File: src/rtl/uart_pkg.sv
// Shared types and frame-timing constants for the UART transmit path.
// Pure declarations: no logic, no latency, no flow control.
package uart_pkg;

    typedef enum logic [1:0] {
        IDLE,
        LAUNCH,
        WAIT,
        GAP
    } state_t;

    localparam int BAUD_DIV       = 4167;
    localparam int FRAME_BITS     = 11;
    // Slack on top of one full frame so a slow-but-alive transmitter is never aborted.
    localparam int TIMEOUT_MARGIN = 4163;
    localparam int DEF_TIMEOUT    = FRAME_BITS * BAUD_DIV + TIMEOUT_MARGIN;

    function automatic int idx_w(input int n);
        return (n > 1) ? $clog2(n) : 1;
    endfunction

endpackage

File: src/rtl/rr_arbiter_pick.sv
// Round-robin pick: first asserted request at or after rr_ptr, searching cyclically.
// Purely combinational, zero latency; no backpressure, result is valid whenever any=1.
module rr_arbiter_pick
    import uart_pkg::*;
#(
    parameter int N_REQ = 4,
    parameter int IDX_W = idx_w(N_REQ)
) (
    input  logic [N_REQ-1:0] req,
    input  logic [IDX_W-1:0] rr_ptr,
    output logic [N_REQ-1:0] winner,
    output logic [IDX_W-1:0] index,
    output logic             any
);

    int               cand;
    logic [IDX_W-1:0] cand_idx;

    always_comb begin
        winner   = '0;
        index    = '0;
        any      = 1'b0;
        cand     = 0;
        cand_idx = '0;
        for (int k = 0; k < N_REQ; k++) begin
            cand = int'(rr_ptr) + k;
            if (cand >= N_REQ) begin
                cand = cand - N_REQ;
            end
            cand_idx = IDX_W'(cand);
            if (!any && req[cand_idx]) begin
                any   = 1'b1;
                index = cand_idx;
            end
        end
        if (any) begin
            winner[index] = 1'b1;
        end
    end

endmodule

File: src/rtl/uart_tx_arbiter.sv
// Round-robin share of one UART TX among N_REQ byte sources, with ack and hung-frame timeout.
// Request sampled in IDLE gives tx_start next cycle; tx_busy holds off any new grant.
module uart_tx_arbiter
    import uart_pkg::*;
#(
    parameter int N_REQ       = 4,
    parameter int DATA_W      = 8,
    parameter int TIMEOUT_CYC = DEF_TIMEOUT,
    parameter int GAP_CYC     = 2
) (
    input  logic                    clk,
    input  logic                    n_rst,
    input  logic [N_REQ-1:0]        req,
    input  logic [N_REQ*DATA_W-1:0] req_data,
    output logic [N_REQ-1:0]        grant,
    output logic [N_REQ-1:0]        ack,
    output logic                    timeout_err,
    output logic [DATA_W-1:0]       tx_data,
    output logic                    tx_start,
    input  logic                    tx_busy,
    input  logic                    tx_finish
);

    localparam int IDX_W = idx_w(N_REQ);
    localparam int TMR_W = $clog2(TIMEOUT_CYC);
    localparam int GAP_W = $clog2(GAP_CYC + 1);

    localparam logic [TMR_W-1:0] TMR_LAST = TMR_W'(TIMEOUT_CYC - 1);
    localparam logic [GAP_W-1:0] GAP_LAST = GAP_W'(GAP_CYC - 1);
    localparam logic [IDX_W-1:0] IDX_LAST = IDX_W'(N_REQ - 1);

    state_t                         state;
    state_t                         state_nxt;
    logic [IDX_W-1:0]               rr_ptr;
    logic [IDX_W-1:0]               owner;
    logic [IDX_W-1:0]               pick_idx;
    logic [N_REQ-1:0]               pick_oh;
    logic                           pick_any;
    logic [TMR_W-1:0]               timer;
    logic [GAP_W-1:0]               gap_cnt;
    logic [N_REQ-1:0][DATA_W-1:0]   req_bytes;
    logic                           launch_go;
    logic                           frame_done;
    logic                           frame_abort;
    logic                           gap_end;

    assign req_bytes = req_data;

    rr_arbiter_pick #(
        .N_REQ (N_REQ),
        .IDX_W (IDX_W)
    ) u_pick (
        .req    (req),
        .rr_ptr (rr_ptr),
        .winner (pick_oh),
        .index  (pick_idx),
        .any    (pick_any)
    );

    always_ff @(posedge clk or negedge n_rst) begin
        if (!n_rst) begin
            state <= IDLE;
        end else begin
            state <= state_nxt;
        end
    end

    always_comb begin
        state_nxt = state;
        case (state)
            IDLE:    if (launch_go) state_nxt = LAUNCH;
            LAUNCH:  state_nxt = WAIT;
            WAIT:    if (frame_done || frame_abort) state_nxt = GAP;
            GAP:     if (gap_end) state_nxt = IDLE;
            default: state_nxt = IDLE;
        endcase
    end

    // A finish on the last timer cycle still counts as a good frame.
    always_comb begin
        tx_start    = (state == LAUNCH);
        launch_go   = (state == IDLE) && pick_any && !tx_busy;
        frame_done  = (state == WAIT) && tx_finish;
        frame_abort = (state == WAIT) && !tx_finish && (timer == TMR_LAST);
        gap_end     = (state == GAP) && (gap_cnt == GAP_LAST);
    end

    always_ff @(posedge clk or negedge n_rst) begin
        if (!n_rst) begin
            grant       <= '0;
            ack         <= '0;
            timeout_err <= 1'b0;
            tx_data     <= '0;
            owner       <= '0;
            rr_ptr      <= '0;
            timer       <= '0;
            gap_cnt     <= '0;
        end else begin
            ack         <= '0;
            timeout_err <= 1'b0;

            if (launch_go) begin
                grant   <= pick_oh;
                owner   <= pick_idx;
                tx_data <= req_bytes[pick_idx];
            end

            if (state == LAUNCH) begin
                timer <= '0;
            end else if (state == WAIT) begin
                timer <= timer + 1'b1;
            end

            // Pointer moves past the owner whether the frame finished or was aborted.
            if (frame_done || frame_abort) begin
                grant   <= '0;
                gap_cnt <= '0;
                rr_ptr  <= (owner == IDX_LAST) ? '0 : owner + 1'b1;
                if (frame_done) begin
                    ack <= grant;
                end else begin
                    timeout_err <= 1'b1;
                end
            end else if (state == GAP) begin
                gap_cnt <= gap_cnt + 1'b1;
            end
        end
    end

endmodule
File: config.mk
export PLATFORM = sky130hd
export DESIGN_NAME = uart_tx_arbiter
export DESIGN_NICKNAME = d
export VERILOG_FILES = /design/src/rtl/uart_pkg.sv /design/src/rtl/rr_arbiter_pick.sv /design/src/rtl/uart_tx_arbiter.sv
export SDC_FILE = /design/constraint.sdc
export NUM_CORES = 1
export LEC_CHECK = 0
export ABC_AREA = 1
export BUFFER_PORTS_ARGS = -buffer_cell sky130_fd_sc_hd__buf_2
export CAP_MARGIN = 20
export CORE_UTILIZATION = 42
export DETAILED_ROUTE_END_ITERATION = 12
export PLACE_DENSITY = 0.6
export SYNTH_ARGS = -nofsm -noshare
export SYNTH_HDL_FRONTEND = slang
export SYNTH_HIERARCHICAL = 1
export SYNTH_SLANG_ARGS = --single-unit
File: constraint.sdc
create_clock -name clk -period 5.55 [get_ports clk]
set_clock_uncertainty 0.1 [all_clocks]
set_input_delay 0.8325 -clock clk [delete_from_list [all_inputs] [get_ports clk]]
set_output_delay 0.8325 -clock clk [all_outputs]
set_load 0.01 [all_outputs]
* Word level (Yosys, flattened, before mapping)
Index checks and enable logic that the tools add are counted.
** Cells by class
- Add/subtract/negate cells :: 10
- $lt $le $gt $ge :: 10
- Equality and inequality tests :: 9
- Mux-type cells :: 40
- Reduce and logical (&&, ||, !) cells :: 21
** Operators with widths (number)
- 16-bit two-way mux :: 2
- 2-bit two-way mux :: 14
- 4-bit two-way mux :: 5
- 16-bit by 1-bit adder with 16-bit output, second input constant :: 1
- 8-bit binary-select mux with 2-bit select :: 1
- 16-bit == test, second input constant :: 1
- 2-bit by 3-bit less-than comparator with 1-bit output, second input constant :: 5
- 1-bit two-way mux :: 11
- 1-bit logical AND :: 10
- 3-bit >= comparator, second input constant :: 3
- 1-bit binary-select mux with 2-bit select :: 4
- 8-bit two-way mux :: 1
- 2-bit case mux with 4 select lines :: 1
- 2-bit by 1-bit subtractor with 2-bit output, second input constant :: 4
- 2-bit by 2-bit adder with 3-bit output, second input constant :: 2
- 2-bit == test, second input constant :: 3
- 2-bit nonzero test :: 3
- 1-bit logical NOT :: 5
- 2-bit by 1-bit adder with 2-bit output, second input constant :: 2
- 2-bit by 1-bit == test with 1-bit output, second input constant :: 2
- 2-bit inequality test, second input constant :: 2
- 2-bit by 1-bit adder with 3-bit output, second input constant :: 1
- 2-bit by 3-bit >= comparator with 1-bit output, second input constant :: 1
- 3-bit AND reduction :: 1
- 5 further kinds :: 5
** Storage, ports and cells
- Flip-flop bits (word level) :: 41
- Output and inout port bits :: 18

* Depth between registers and ports, before layout
- Depth in word-level cells :: 21
- Depth in mapped cells :: 17

* By module
Netlist, hierarchy kept.
** By module, submodules not included
- uart_tx_arbiter :: times used 1, cells each 311, area each 2284.7 µm², sequential area each 1026.0 µm²
- rr_arbiter_pick :: times used 1, cells each 70, area each 386.6 µm², sequential area each 0.0 µm²

* Worst setup path before layout
No wires, ideal clock.
- Path type :: input-to-reg
- Start :: input req[3]
- End :: register tx_data[7]
- Setup time :: 82 ps
- Arrival time :: 2164 ps
- Setup slack :: 3204 ps
- Cell stages on the path :: 13
- Cells stage by stage :: inv_1 nand2_1 nand3_2 nand2_2 nor2_4 nand3_2 nand3_2 inv_1 buf_2 inv_2 clkbuf_1 o21ai_0 a31oi_1
** On the way
- Cells in the longest elaborated chain, start to end :: 14
** RTL lines
- from (decl) :: RTL line uart_tx_arbiter.sv:13 : input logic [N_REQ-1:0] req,
- 1-bit binary-select mux with 2-bit select :: RTL line rr_arbiter_pick.sv:31 : if (!any && req[cand_idx]) begin
- 1-bit two-way mux (implied by the code) :: RTL line rr_arbiter_pick.sv:31
- 1-bit two-way mux :: RTL line rr_arbiter_pick.sv:31
- 1-bit logical NOT :: RTL line rr_arbiter_pick.sv:31
- 1-bit logical AND :: RTL line rr_arbiter_pick.sv:31
- 1-bit two-way mux :: RTL line rr_arbiter_pick.sv:31
- 1-bit logical NOT :: RTL line rr_arbiter_pick.sv:31
- 1-bit logical AND :: RTL line rr_arbiter_pick.sv:31
- 1-bit two-way mux :: RTL line rr_arbiter_pick.sv:31
- 1-bit logical NOT :: RTL line rr_arbiter_pick.sv:31
- 1-bit logical AND :: RTL line rr_arbiter_pick.sv:31
- 1-bit two-way mux (*) :: RTL line rr_arbiter_pick.sv:31
- net pick_any :: RTL line uart_tx_arbiter.sv:38 : logic pick_any;
- 1-bit logical AND (*) (2 in a row) :: RTL line uart_tx_arbiter.sv:82 : launch_go = (state == IDLE) && pick_any && !tx_busy;
- to (signal assigned) :: RTL line uart_tx_arbiter.sv:105 : tx_data <= req_bytes[pick_idx];
- to (decl) :: RTL line uart_tx_arbiter.sv:18 : output logic [DATA_W-1:0] tx_data,
Mark *: on every way through the listed nets, which the timed path passes. The rest lies on a longest branch. The select of a mux whose other input is x is not followed.
A chain may end at the register's enable or synchronous reset.

* Worst setup path in the final report
- Start :: register rr_ptr[0]
- End :: register tx_data[3]
** On the way
- Cells in the longest elaborated chain, start to end :: 16
** RTL lines
- from (decl) :: RTL line uart_tx_arbiter.sv:34 : logic [IDX_W-1:0] rr_ptr;
- from (signal assigned) :: RTL line uart_tx_arbiter.sv:118 : rr_ptr <= (owner == IDX_LAST) ? '0 : owner + 1'b1;
- branches (longest 13 deep; another with 2-bit by 1-bit adder with 3-bit output)
- 1-bit two-way mux (*) :: RTL line rr_arbiter_pick.sv:31
- net pick_any :: RTL line uart_tx_arbiter.sv:38
- 1-bit logical AND (*) (2 in a row) :: RTL line uart_tx_arbiter.sv:82
Mark *: on every way through the listed nets, which the timed path passes. The select of a mux whose other input is x is not followed.

==> flow_summary.json <==
{
  "whs_ns": 0.3993,
  "cts_setup_buffers": 0,
  "synthCells": 381,
  "synth_compound_area_share_pct": 9.696,
  "grt_use_total_pct": 19.04,
  "grt_pass1_vias": 2205,
  "r2r_cells": 11,
  "fin_crit_ns": 2.614,
  "drive_gt1_share_pct": 24.94,
  "clockRootBuffer": "clkbuf_8",
  "cp_slowest_stage_delay_ns": 0.67,
  "dieWidth_um": 81.75,
  "cts.sinks": 41,
  "tightest_slew_ns": 0.9206,
  "initialDrtViolationCount": 113,
  "crit_path_end_kind": "register",
  "path_class": "reg2reg",
  "clk_latency_ns": 0.29,
  "total_power_uw": 1555,
  "layout-area-overhead-vs-synth_pct": 15.93,
  "synth_area_leaders": "dfrtp_1, nand2_1, nor2_1",
  "layout.cells.non_filler": 512,
  "switching_share_pct": 48.54,
  "fmax_mhz": 382.5,
  "antenna_cells": 0,
  "tns_ns": 0,
  "start_util_pct": 44.33,
  "hold_class": "reg2reg",
  "p_sw_uw": 754.8,
  "rr_endpoint": "tx_data[3]",
  "dieHeight_um": 81.75,
  "post-place-ws_ns": 2.722,
  "clk_pin_slew_ns": 0.08,
  "wire_per_inst_um": 11.21,
  "drtAntennaViolNets": 0,
  "hold_viol_final": 0,
  "critPathArrivalTime_ns": 2.68,
  "ys_ff_latch": 41,
  "postCtsHoldBufs": 0,
  "synth_top_area_share_pct": 38.41,
  "synth_xor_area_share_pct": 0.6557,
  "slew_headroom_pct": 38.63,
  "drc_errors": 0,
  "critical_path_peak_fanout": 17,
  "power.leakage_uw": 0.001644,
  "placedCellCount": 504,
  "grt-ovfl-total": 0,
  "crit_chain": "inv_8 -> nand2_2 -> nand2_4 -> o21ai_2 -> inv_1 -> nand3_2 -> nand3_2 -> inv_1 -> inv_2 -> o21ai_0 -> a31oi_1",
  "vias_per_cell": 4.744,
  "clockBufferDepth": 2,
  "status": "finished clean",
  "syn_area_sq_um": 2671,
  "reg2reg_setup_slack_ns": 2.94,
  "ys_seq_area_share_pct": 38.41,
  "portBuffers": 57,
  "required_ns": 5.61,
  "routed-via-count": 2429,
  "row_count": 28,
  "grt_start_max_net_pins": 42,
  "avgSynthCellArea_sq_um": 7.011,
  "synth_fa_ha_area_share_pct": 3.279,
  "htreeDepth": 2,
  "ir_worst_vdd_v": 0.0002390,
  "die_area_sq_um": 6683,
  "ios": 58,
  "synth.distinct_cells": 29,
  "final_nets": 483,
  "finalSetupViolations": 0,
  "first_pass_iters": 4,
  "synth_top_cell_by_area": "dfrtp_1",
  "dp_hpwl_mm": 4.310,
  "seq_power_share_pct": 29.2,
  "synth_top_family_by_area": "simple AND/OR/NAND/NOR gates",
  "yosys.area_share.simple_pct": 38.59,
  "critPathLaunchType": "register",
  "slowest_stage": "dfrtp_1",
  "design.core.area_sq_um": 6026,
  "hold_depth": 2,
  "min_period_over_period_pct": 47.10,
  "grt_first_pass_wirelength_mm": 9.839,
  "antenna_found_initial": 0,
  "power-per-cell-area_nw_per_um2": 502.2,
  "combPwrFrac_pct": 56.7,
  "synth_nets": 428,
  "wirelength_mm": 5.742,
  "whs_endpoint": "owner[1]",
  "pwr-share-clk_pct": 14.1,
  "rsz0062_at_grt": "no",
  "internal_power_uw": 800.3,
  "slew_viol_final": 0,
  "ys_warn_count": 6,
  "cts_tree": "yes",
  "numCtsBuffers": 5,
  "synth.area.mux_share_pct": 0,
  "setup_ws_ns": 2.936,
  "maxCapViolCount": 0,
  "place.gp.congestion": 0.8463,
  "r2r_start": "rr_ptr[0]",
  "cts_resized": 0,
  "min_from": "owner[1]"
}
==> Yosys cell counts <==
cell type,count
dfrtp_1,41
nor2_4,4
inv_1,42
xnor2_1,2
o21ai_2,3
nor4_1,1
nand2_1,81
a211oi_1,1
nor3_1,7
nand3_2,6
buf_2,5
clkinv_1,1
inv_2,6
nor2_2,1
inv_8,1
buf_6,1
nand2_4,2
o21ai_0,22
buf_4,2
a31oi_1,8
nand2_2,20
nor2_1,78
nand4_1,5
or2_1,1
ha_1,7
nand3_1,18
a21oi_1,13
clkbuf_1,1
or2_2,1
==> registers in the layout (all words and copies together) (netlist names) <==
register / flops
owner: 2
ack: 4
timer: 16
timeout_err: 1
gap_cnt: 2
grant: 4
state: 2
rr_ptr: 2
tx_data: 8
==> how the worst max path moves through the flow <==
| stage | start | end | slack [ns] | cells past startpoint |
|---|---|---|---|---|
| detailed placement | req[2] | tx_data[3] | 2.72 | 13 |
| global placement | req[2] | tx_data[3] | 2.78 | 13 |
| global route | rr_ptr[0] | tx_data[0] | 2.68 | 13 |
| floorplan | req[3] | tx_data[7] | 3.20 | 13 |
| finish | rr_ptr[0] | tx_data[3] | 2.94 | 11 |
| CTS | rr_ptr[0] | tx_data[3] | 2.93 | 11 |
==> routing by layer <==
| metal | wire length [um] | vias to the layer above | GRT usage, % |
|---|---|---|---|
| met4 | 63 | 0 | 5.263 |
| met1 | 2943 | 1074 | 26.24 |
| met3 | 188 | 7 | 3.778 |
| met5 | 0 | - | 0 |
| li1 | - | 1306 | - |
| met2 | 2546 | 42 | 30.17 |
==> stage by stage <==
| stage | utilization, % | cell area, sq um |
|---|---|---|
| final | 51.39 | 3097 |
| after global routing | 51.39 | 3097 |
| after CTS | 51.39 | 3097 |
| after detailed placement | 49.71 | 2995 |
| after global placement | 49.71 | 2995 |
| after floorplan | - | 2671 |
==> cell families (layout without fill, tap and decap cells) <==
| kind of cell | after synthesis | count (layout) |
|---|---|---|
| and+or+nand+nor | 225 | 225 |
| DFF | 41 | 41 |
| buffers and inverters | 59 | 115 |
| adders and majority gates | 7 | 7 |
| AOI/OAI and AO/OA | 47 | 47 |
| xor gates and xnor gates | 2 | 2 |
==> worst max-delay path, delay by kind of cell, from the launching register on <==
family	cells	cell delay, ns
buffers and inverters	4	0.79
AOI/OAI and AO/OA	3	0.52
DFF	1	0.67
and+or+nand+nor	4	0.39
==> power by group through the flow <==
stage	combinational, uW	sequential, uW	clock [uW]
4_1_cts	892	457	228
2_1_floorplan	719	457	0
6_report	882	454	219
5_1_grt	1020	468	238
3_5_place_dp	890	461	0
3_3_place_gp	874	461	0
==> cell type report <==
cell class	count	area, sq um
clock inverters	1	5.005
well taps	75	93.84
repair buffers	57	285.3
inverters	50	195.2
fillers	636	2929
multi-input cells	281	1395
clock buffers	7	96.34
flip-flops and latches	41	1026
==> cell usage in the layout, fill, tap and decap left out, types with 8 or more instances in the layout <==
master / Yosys / layout
nand2_2: 20 / 20
a21oi_1: 13 / 13
inv_1: 42 / 42
a31oi_1: 8 / 8
nand2_1: 81 / 81
buf_2: 5 / 57
nand3_1: 18 / 18
nor2_1: 78 / 78
o21ai_0: 22 / 22
dfrtp_1: 41 / 41
Power figures use the tool's default switching activity.
